$ cat src/rtl/ps2_host_tx_pkg.sv
// Shared types and default timing constants for the PS/2 host-to-device transmitter.
package ps2_host_tx_pkg;

    typedef enum logic [2:0] {
        ST_IDLE    = 3'd0,
        ST_INHIBIT = 3'd1,
        ST_RTS     = 3'd2,
        ST_SHIFT   = 3'd3,
        ST_ACK     = 3'd4,
        ST_RELEASE = 3'd5
    } state_t;

    // All timing values are counted in ce ticks (8 MHz nominal).
    localparam int DEF_INHIBIT   = 800;
    localparam int DEF_TMO_START = 120000;
    localparam int DEF_TMO_FRAME = 16000;
    localparam int TMR_W         = 17;

    function automatic logic odd_parity(input logic [7:0] b);
        return ~^b;
    endfunction

endpackage

$ cat src/rtl/ps2_sync.sv
// Two-flop synchronizer for the PS/2 lines plus a ce-qualified falling-edge detector
// on the PS/2 clock; shared with the keyboard receiver.
module ps2_sync (
    input  logic       clock,
    input  logic       reset,
    input  logic       ce,
    input  logic [1:0] ps2,
    output logic [1:0] lines,
    output logic       clk_fall
);

    logic [1:0] meta;
    logic [1:0] sync;
    logic       clk_prev;

    // Idle PS/2 lines are high, so everything resets to 1 to avoid a false edge.
    always_ff @(posedge clock) begin
        if (!reset) begin
            meta     <= 2'b11;
            sync     <= 2'b11;
            clk_prev <= 1'b1;
        end else begin
            meta <= ps2;
            sync <= meta;
            if (ce) begin
                clk_prev <= sync[0];
            end
        end
    end

    assign lines    = sync;
    assign clk_fall = ce & clk_prev & ~sync[0];

endmodule

$ cat src/rtl/ps2_host_tx.sv
// PS/2 host transmitter: inhibit, request-to-send, device-clocked 8O1 frame, ACK check
// and line release, with start and frame timeouts.
module ps2_host_tx
    import ps2_host_tx_pkg::*;
#(
    parameter int INHIBIT   = DEF_INHIBIT,
    parameter int TMO_START = DEF_TMO_START,
    parameter int TMO_FRAME = DEF_TMO_FRAME
) (
    input  logic       clock,
    input  logic       reset,
    input  logic       ce,
    input  logic [1:0] ps2,
    output logic       ps2ClkOe,
    output logic       ps2DatOe,
    input  logic       start,
    input  logic [7:0] data,
    output logic       busy,
    output logic       done,
    output logic       error,
    output logic [2:0] fsm_state
);

    localparam logic [TMR_W-1:0] INHIBIT_LAST = TMR_W'(INHIBIT - 1);
    localparam logic [TMR_W-1:0] START_LAST   = TMR_W'(TMO_START - 1);
    localparam logic [TMR_W-1:0] FRAME_LAST   = TMR_W'(TMO_FRAME - 1);
    localparam logic [TMR_W-1:0] TMR_MAX      = '1;

    state_t           state_q;
    state_t           state_d;
    logic [TMR_W-1:0] timer_q;
    logic [TMR_W-1:0] frame_q;
    logic [9:0]       shreg_q;
    logic             cur_bit_q;
    logic [3:0]       bit_cnt_q;
    logic             done_q;
    logic             error_q;

    logic             done_d;
    logic             error_d;
    logic             load_en;
    logic             shift_en;
    logic             frame_clr;

    logic [1:0]       lines;
    logic             clk_fall;

    ps2_sync u_sync (
        .clock    (clock),
        .reset    (reset),
        .ce       (ce),
        .ps2      (ps2),
        .lines    (lines),
        .clk_fall (clk_fall)
    );

    always_ff @(posedge clock) begin
        if (!reset) begin
            state_q <= ST_IDLE;
            timer_q <= '0;
            frame_q <= '0;
            done_q  <= 1'b0;
            error_q <= 1'b0;
        end else begin
            state_q <= state_d;
            done_q  <= done_d;
            error_q <= error_d;
            if (state_d != state_q) begin
                timer_q <= '0;
            end else if (ce && timer_q != TMR_MAX) begin
                timer_q <= timer_q + 1'b1;
            end
            // Frame timer spans edge 1 to edge 11, across the SHIFT->ACK boundary.
            if (frame_clr) begin
                frame_q <= '0;
            end else if (ce && frame_q != TMR_MAX) begin
                frame_q <= frame_q + 1'b1;
            end
        end
    end

    // Shift register holds {stop, parity, data}; cur_bit is the level currently driven.
    always_ff @(posedge clock) begin
        if (load_en) begin
            shreg_q   <= {1'b1, odd_parity(data), data};
            cur_bit_q <= 1'b0;
            bit_cnt_q <= '0;
        end else if (shift_en) begin
            cur_bit_q <= shreg_q[0];
            shreg_q   <= {1'b1, shreg_q[9:1]};
            bit_cnt_q <= bit_cnt_q + 1'b1;
        end
    end

    always_comb begin
        state_d   = state_q;
        done_d    = 1'b0;
        error_d   = 1'b0;
        load_en   = 1'b0;
        shift_en  = 1'b0;
        frame_clr = 1'b0;
        case (state_q)
            ST_IDLE: begin
                if (start) begin
                    load_en = 1'b1;
                    state_d = ST_INHIBIT;
                end
            end
            ST_INHIBIT: begin
                if (ce && timer_q >= INHIBIT_LAST) begin
                    state_d = ST_RTS;
                end
            end
            ST_RTS: begin
                if (ce) begin
                    state_d = ST_SHIFT;
                end
            end
            ST_SHIFT: begin
                if (clk_fall) begin
                    shift_en = 1'b1;
                    if (bit_cnt_q == 4'd0) begin
                        frame_clr = 1'b1;
                    end
                    if (bit_cnt_q == 4'd9) begin
                        state_d = ST_ACK;
                    end
                end else if (ce && bit_cnt_q == 4'd0 && timer_q >= START_LAST) begin
                    error_d = 1'b1;
                    state_d = ST_IDLE;
                end else if (ce && bit_cnt_q != 4'd0 && frame_q >= FRAME_LAST) begin
                    error_d = 1'b1;
                    state_d = ST_IDLE;
                end
            end
            ST_ACK: begin
                if (clk_fall) begin
                    if (lines[1]) begin
                        error_d = 1'b1;
                        state_d = ST_IDLE;
                    end else begin
                        state_d = ST_RELEASE;
                    end
                end else if (ce && frame_q >= FRAME_LAST) begin
                    error_d = 1'b1;
                    state_d = ST_IDLE;
                end
            end
            ST_RELEASE: begin
                if (lines == 2'b11) begin
                    done_d  = 1'b1;
                    state_d = ST_IDLE;
                end else if (ce && timer_q >= FRAME_LAST) begin
                    error_d = 1'b1;
                    state_d = ST_IDLE;
                end
            end
            default: begin
                state_d = ST_IDLE;
            end
        endcase
    end

    // Outputs decode from the registered state, so both drivers are off whenever IDLE.
    assign ps2ClkOe  = (state_q == ST_INHIBIT) || (state_q == ST_RTS);
    assign ps2DatOe  = ((state_q == ST_RTS) || (state_q == ST_SHIFT) || (state_q == ST_ACK))
                       && !cur_bit_q;
    assign busy      = (state_q != ST_IDLE);
    assign done      = done_q;
    assign error     = error_q;
    assign fsm_state = state_q;

endmodule
$ cat config.mk
export PLATFORM = sky130hd
export DESIGN_NAME = ps2_host_tx
export DESIGN_NICKNAME = d
export VERILOG_FILES = /design/src/rtl/ps2_host_tx_pkg.sv /design/src/rtl/ps2_sync.sv /design/src/rtl/ps2_host_tx.sv
export SDC_FILE = /design/constraint.sdc
export NUM_CORES = 1
export LEC_CHECK = 0
export ABC_AREA = 1
export BUFFER_PORTS_ARGS = -buffer_cell sky130_fd_sc_hd__buf_2
export CAP_MARGIN = 20
export CORE_MARGIN = 3
export CORE_UTILIZATION = 50
export CTS_CLUSTER_SIZE = 8
export DETAILED_ROUTE_END_ITERATION = 8
export HOLD_SLACK_MARGIN = 0.02
export PLACE_DENSITY_LB_ADDON = 0.08
export SYNTH_ARGS = -nofsm -noshare
export SYNTH_HDL_FRONTEND = slang
export SYNTH_SLANG_ARGS = --single-unit
export TNS_END_PERCENT = 30
$ cat constraint.sdc
create_clock -name clock -period 2.7 [get_ports clock]
set_input_delay 0.54 -clock clock [delete_from_list [all_inputs] [get_ports clock]]
set_output_delay 0.54 -clock clock [all_outputs]
set_load 0.02 [all_outputs]
==> flow_summary.yaml <==
final_layout:
  postLayoutCellArea_sq_mm: 0.00354
  layoutNonFillerInstCount: 536
  area_growth_pct: 12.0
  drive_gt1_share_pct: 16.7
  nets: 477
  n_antenna_cell: 0
  fillers: 558
timing:
  final-setup-viol-count: 0
  worstMarginPinSlew_ns: 0.484
  fmax_mhz: 399
  fin_crit_sh_pct: 92.9
  drv_slew: 0
  finalSetupTns_ns: 0
  finalCriticalPeriod_ns: 2.51
  finalHoldViolations: 0
  rsz0062_at_grt: "no"
  fin_skew_ns: 0.0103
  max_slew_margin_pct: 67.7
route:
  remaining_drc_errors: 0
  wl_per_cell_um: 11.3
  drt-total-wl_mm: 6.04
  drtPass1Iterations: 4
  drt_iter0_markers: 77
  ant_nets: 0
  vias_per_cell: 5.03
  dr_total_vias: 2694
clock_network:
  hold_buffers: 0
  insertion_delay_ns: 0.34
  cts_root_buf: "clkbuf_8"
  htreeDepth: 3
  cts.clk_slew.worst_paths_ns: 0.07
  tritoncts: "built"
  clock_sinks: 58
  cts_buffers: 9
  clockBufferDepth: 2
floorplan:
  die_x_um: 85.5
  fp.dieH_um: 85.5
  rows: 28
  ios: 22
  initial_utilization_pct: 52.4
  core_sq_mm: 0.00603
  die_area_sq_mm: 0.00730
hold_path:
  whs_endpoint: "u_sync.meta[1]"
  worstHoldStart: "ps2[1]"
  min_path_type: "in2reg"
  holdPathStages: 2
setup_path:
  crit_required_ns: 2.92
  start_kind: "register"
  rr_startpoint: "timer_q[0]"
  crit_arrival_ns: 2.73
  crit_fanout: 4
  criticalPathCategory: "reg2reg"
  critPathCaptureType: "register"
  r2r-end: "timer_q[14]"
  reg2reg_depth: 14
  r2r_slack_ns: 0.19
synthesis:
  netlist_area_sq_mm: 0.00316
  yosysSeqAreaShare_pct: 39.6
  ys_warn_count: 0
  ys_async_sr_fraction_pct: 0
  synth.most_common_cell: "nand2_1"
  synth_cell_types: 35
  ys.flop_type: "dfxtp_1"
  synth_area_leaders: "dfxtp_1 31%, nand2_1 12%, edfxtp_1 8.6%"
  synth_seq_cells: 58
  netlist_instances: 427
  synth.avg_cell_area_sq_um: 7.39
  ys_top_cells_by_count: "104 x nand2_1, 49 x dfxtp_1, 48 x nor2_1, 46 x inv_1, 28 x nand3_1"
  synth-edff-count: 9
  netlist.area_leader.share_pct: 31.1
  yosysTopAreaCell: "dfxtp_1"
  syn_nets: 448
power_and_ir_drop:
  p_leak_nw: 1.49
  cellPowerDensity_mw_per_mm2: 524
  peakVddDrop_v: 0.000421
global_route:
  grt_use_total_pct: 17.8
  grt_pass1_wl_mm: 10.5
  antenna_found_initial: 0
  grt_pass1_vias: 2431
  overflow: 0
  grt_start_max_net_pins: 18
place:
  hpwl_mm: 4.49
  place_congestion: 0.901
  placed_cells: 519
  port_buffers: 21
  dpl_cell_area_sq_mm: 0.00333
outcome:
  status: "finished clean"
flow_run:
  cap_violations: 0
[per-layer routing]
metal,wire length (um),vias to the layer above,global-route usage (%)
met4,89,0,6.62
met3,227,8,4.76
met2,2750,45,27.9
met1,2980,1208,23.5
li1,-,1433,-
met5,0,-,0
[through the flow]
step	power (mW)	setup slack (ns)	utilization, %	hold slack (ns)
global placement	1.09	0.309	55.3	0.395
detailed placement	1.10	0.231	55.3	0.403
CTS	1.87	0.211	58.3	0.369
global route	1.92	0.00123	58.7	0.377
finish	1.85	0.192	58.7	0.385
floorplan	1.05	0.425	-	0.393
[cell usage in the layout, fill, tap and decap left out, types with 4 or more instances in the layout]
cell | netlist | final
nand3_1 | 28 | 27
o21ai_0 | 15 | 15
nor2_1 | 48 | 48
nor2_2 | 13 | 13
a21oi_1 | 18 | 18
or2_2 | 4 | 4
nor2_4 | 4 | 4
buf_2 | 0 | 21
dfxtp_1 | 49 | 49
xnor2_1 | 11 | 11
nor3_1 | 14 | 14
nand2_2 | 4 | 4
inv_1 | 46 | 46
inv_2 | 5 | 5
ha_1 | 7 | 7
nand2_1 | 104 | 104
edfxtp_1 | 9 | 9
clkbuf_8 | 0 | 9
xor2_1 | 15 | 15
[worst max-delay path by stage]
stage,start,endpoint
after floorplan,timer_q[0],timer_q[15]
after global placement,timer_q[0],timer_q[14]
final,timer_q[0],timer_q[14]
after CTS,timer_q[0],timer_q[15]
after detailed placement,timer_q[0],timer_q[15]
after global routing,timer_q[0],timer_q[14]
[timing repair]
item                                    in CTS  in global routing
buffers inserted                             0                  1
endpoints found under the setup margin       0                  1
resized for setup                            0                  2
[worst max-delay path, cell delays in order, from the launching register on]
cell and delay [ns]:
dfxtp_1 0.34, ha_1 0.23, nand3_1 0.10, nor2_1 0.07, and3_1 0.18, inv_1 0.05, nor4_1 0.04, ha_1 0.21
nor2_4 0.16, nand2_1 0.11, nor3b_2 0.27, nand3_2 0.15, nor4_4 0.23, xor2_1 0.20, nor2_2 0.05
[flip-flops by register name (all words and copies together) (netlist names)]
register / flops
error: 1
u_sync.clk_prev: 1
timer_q: 17
u_sync.meta: 2
u_sync.lines: 2
bit_cnt_q: 4
frame_q: 17
fsm_state: 3
done: 1
shreg_q: 9
cur_bit_q: 1
[layout make-up]
| cell class | count | area (sq um) | area share [%] |
|---|---|---|---|
| tap | 75 | 93.8 | 2.65 |
| clock inverter | 6 | 57.6 | 1.63 |
| clock buffer | 10 | 128 | 3.61 |
| sequential | 58 | 1250 | 35.4 |
| multi-input combinational | 312 | 1690 | 47.8 |
| timing repair buffer | 23 | 120 | 3.40 |
| inverter | 52 | 195 | 5.52 |
[power breakdown]
group	switching [mW]	internal, mW	leakage [nW]
clock network	0.357	0.418	0.0874
logic	0.0997	0.0551	0.925
registers	0.0131	0.908	0.483
total	0.470	1.38	1.49
[cells by family after synthesis]
group	share of synthesized area [%]
AND/OR/NAND/NOR	36.7
flip-flops	39.6
buffers and inverters	7.25
AO/OA/AOI/OAI	6.42
XOR/XNOR	7.21
adder cells (fa/ha/maj)	2.77
(Power assumes the default switching activity.)
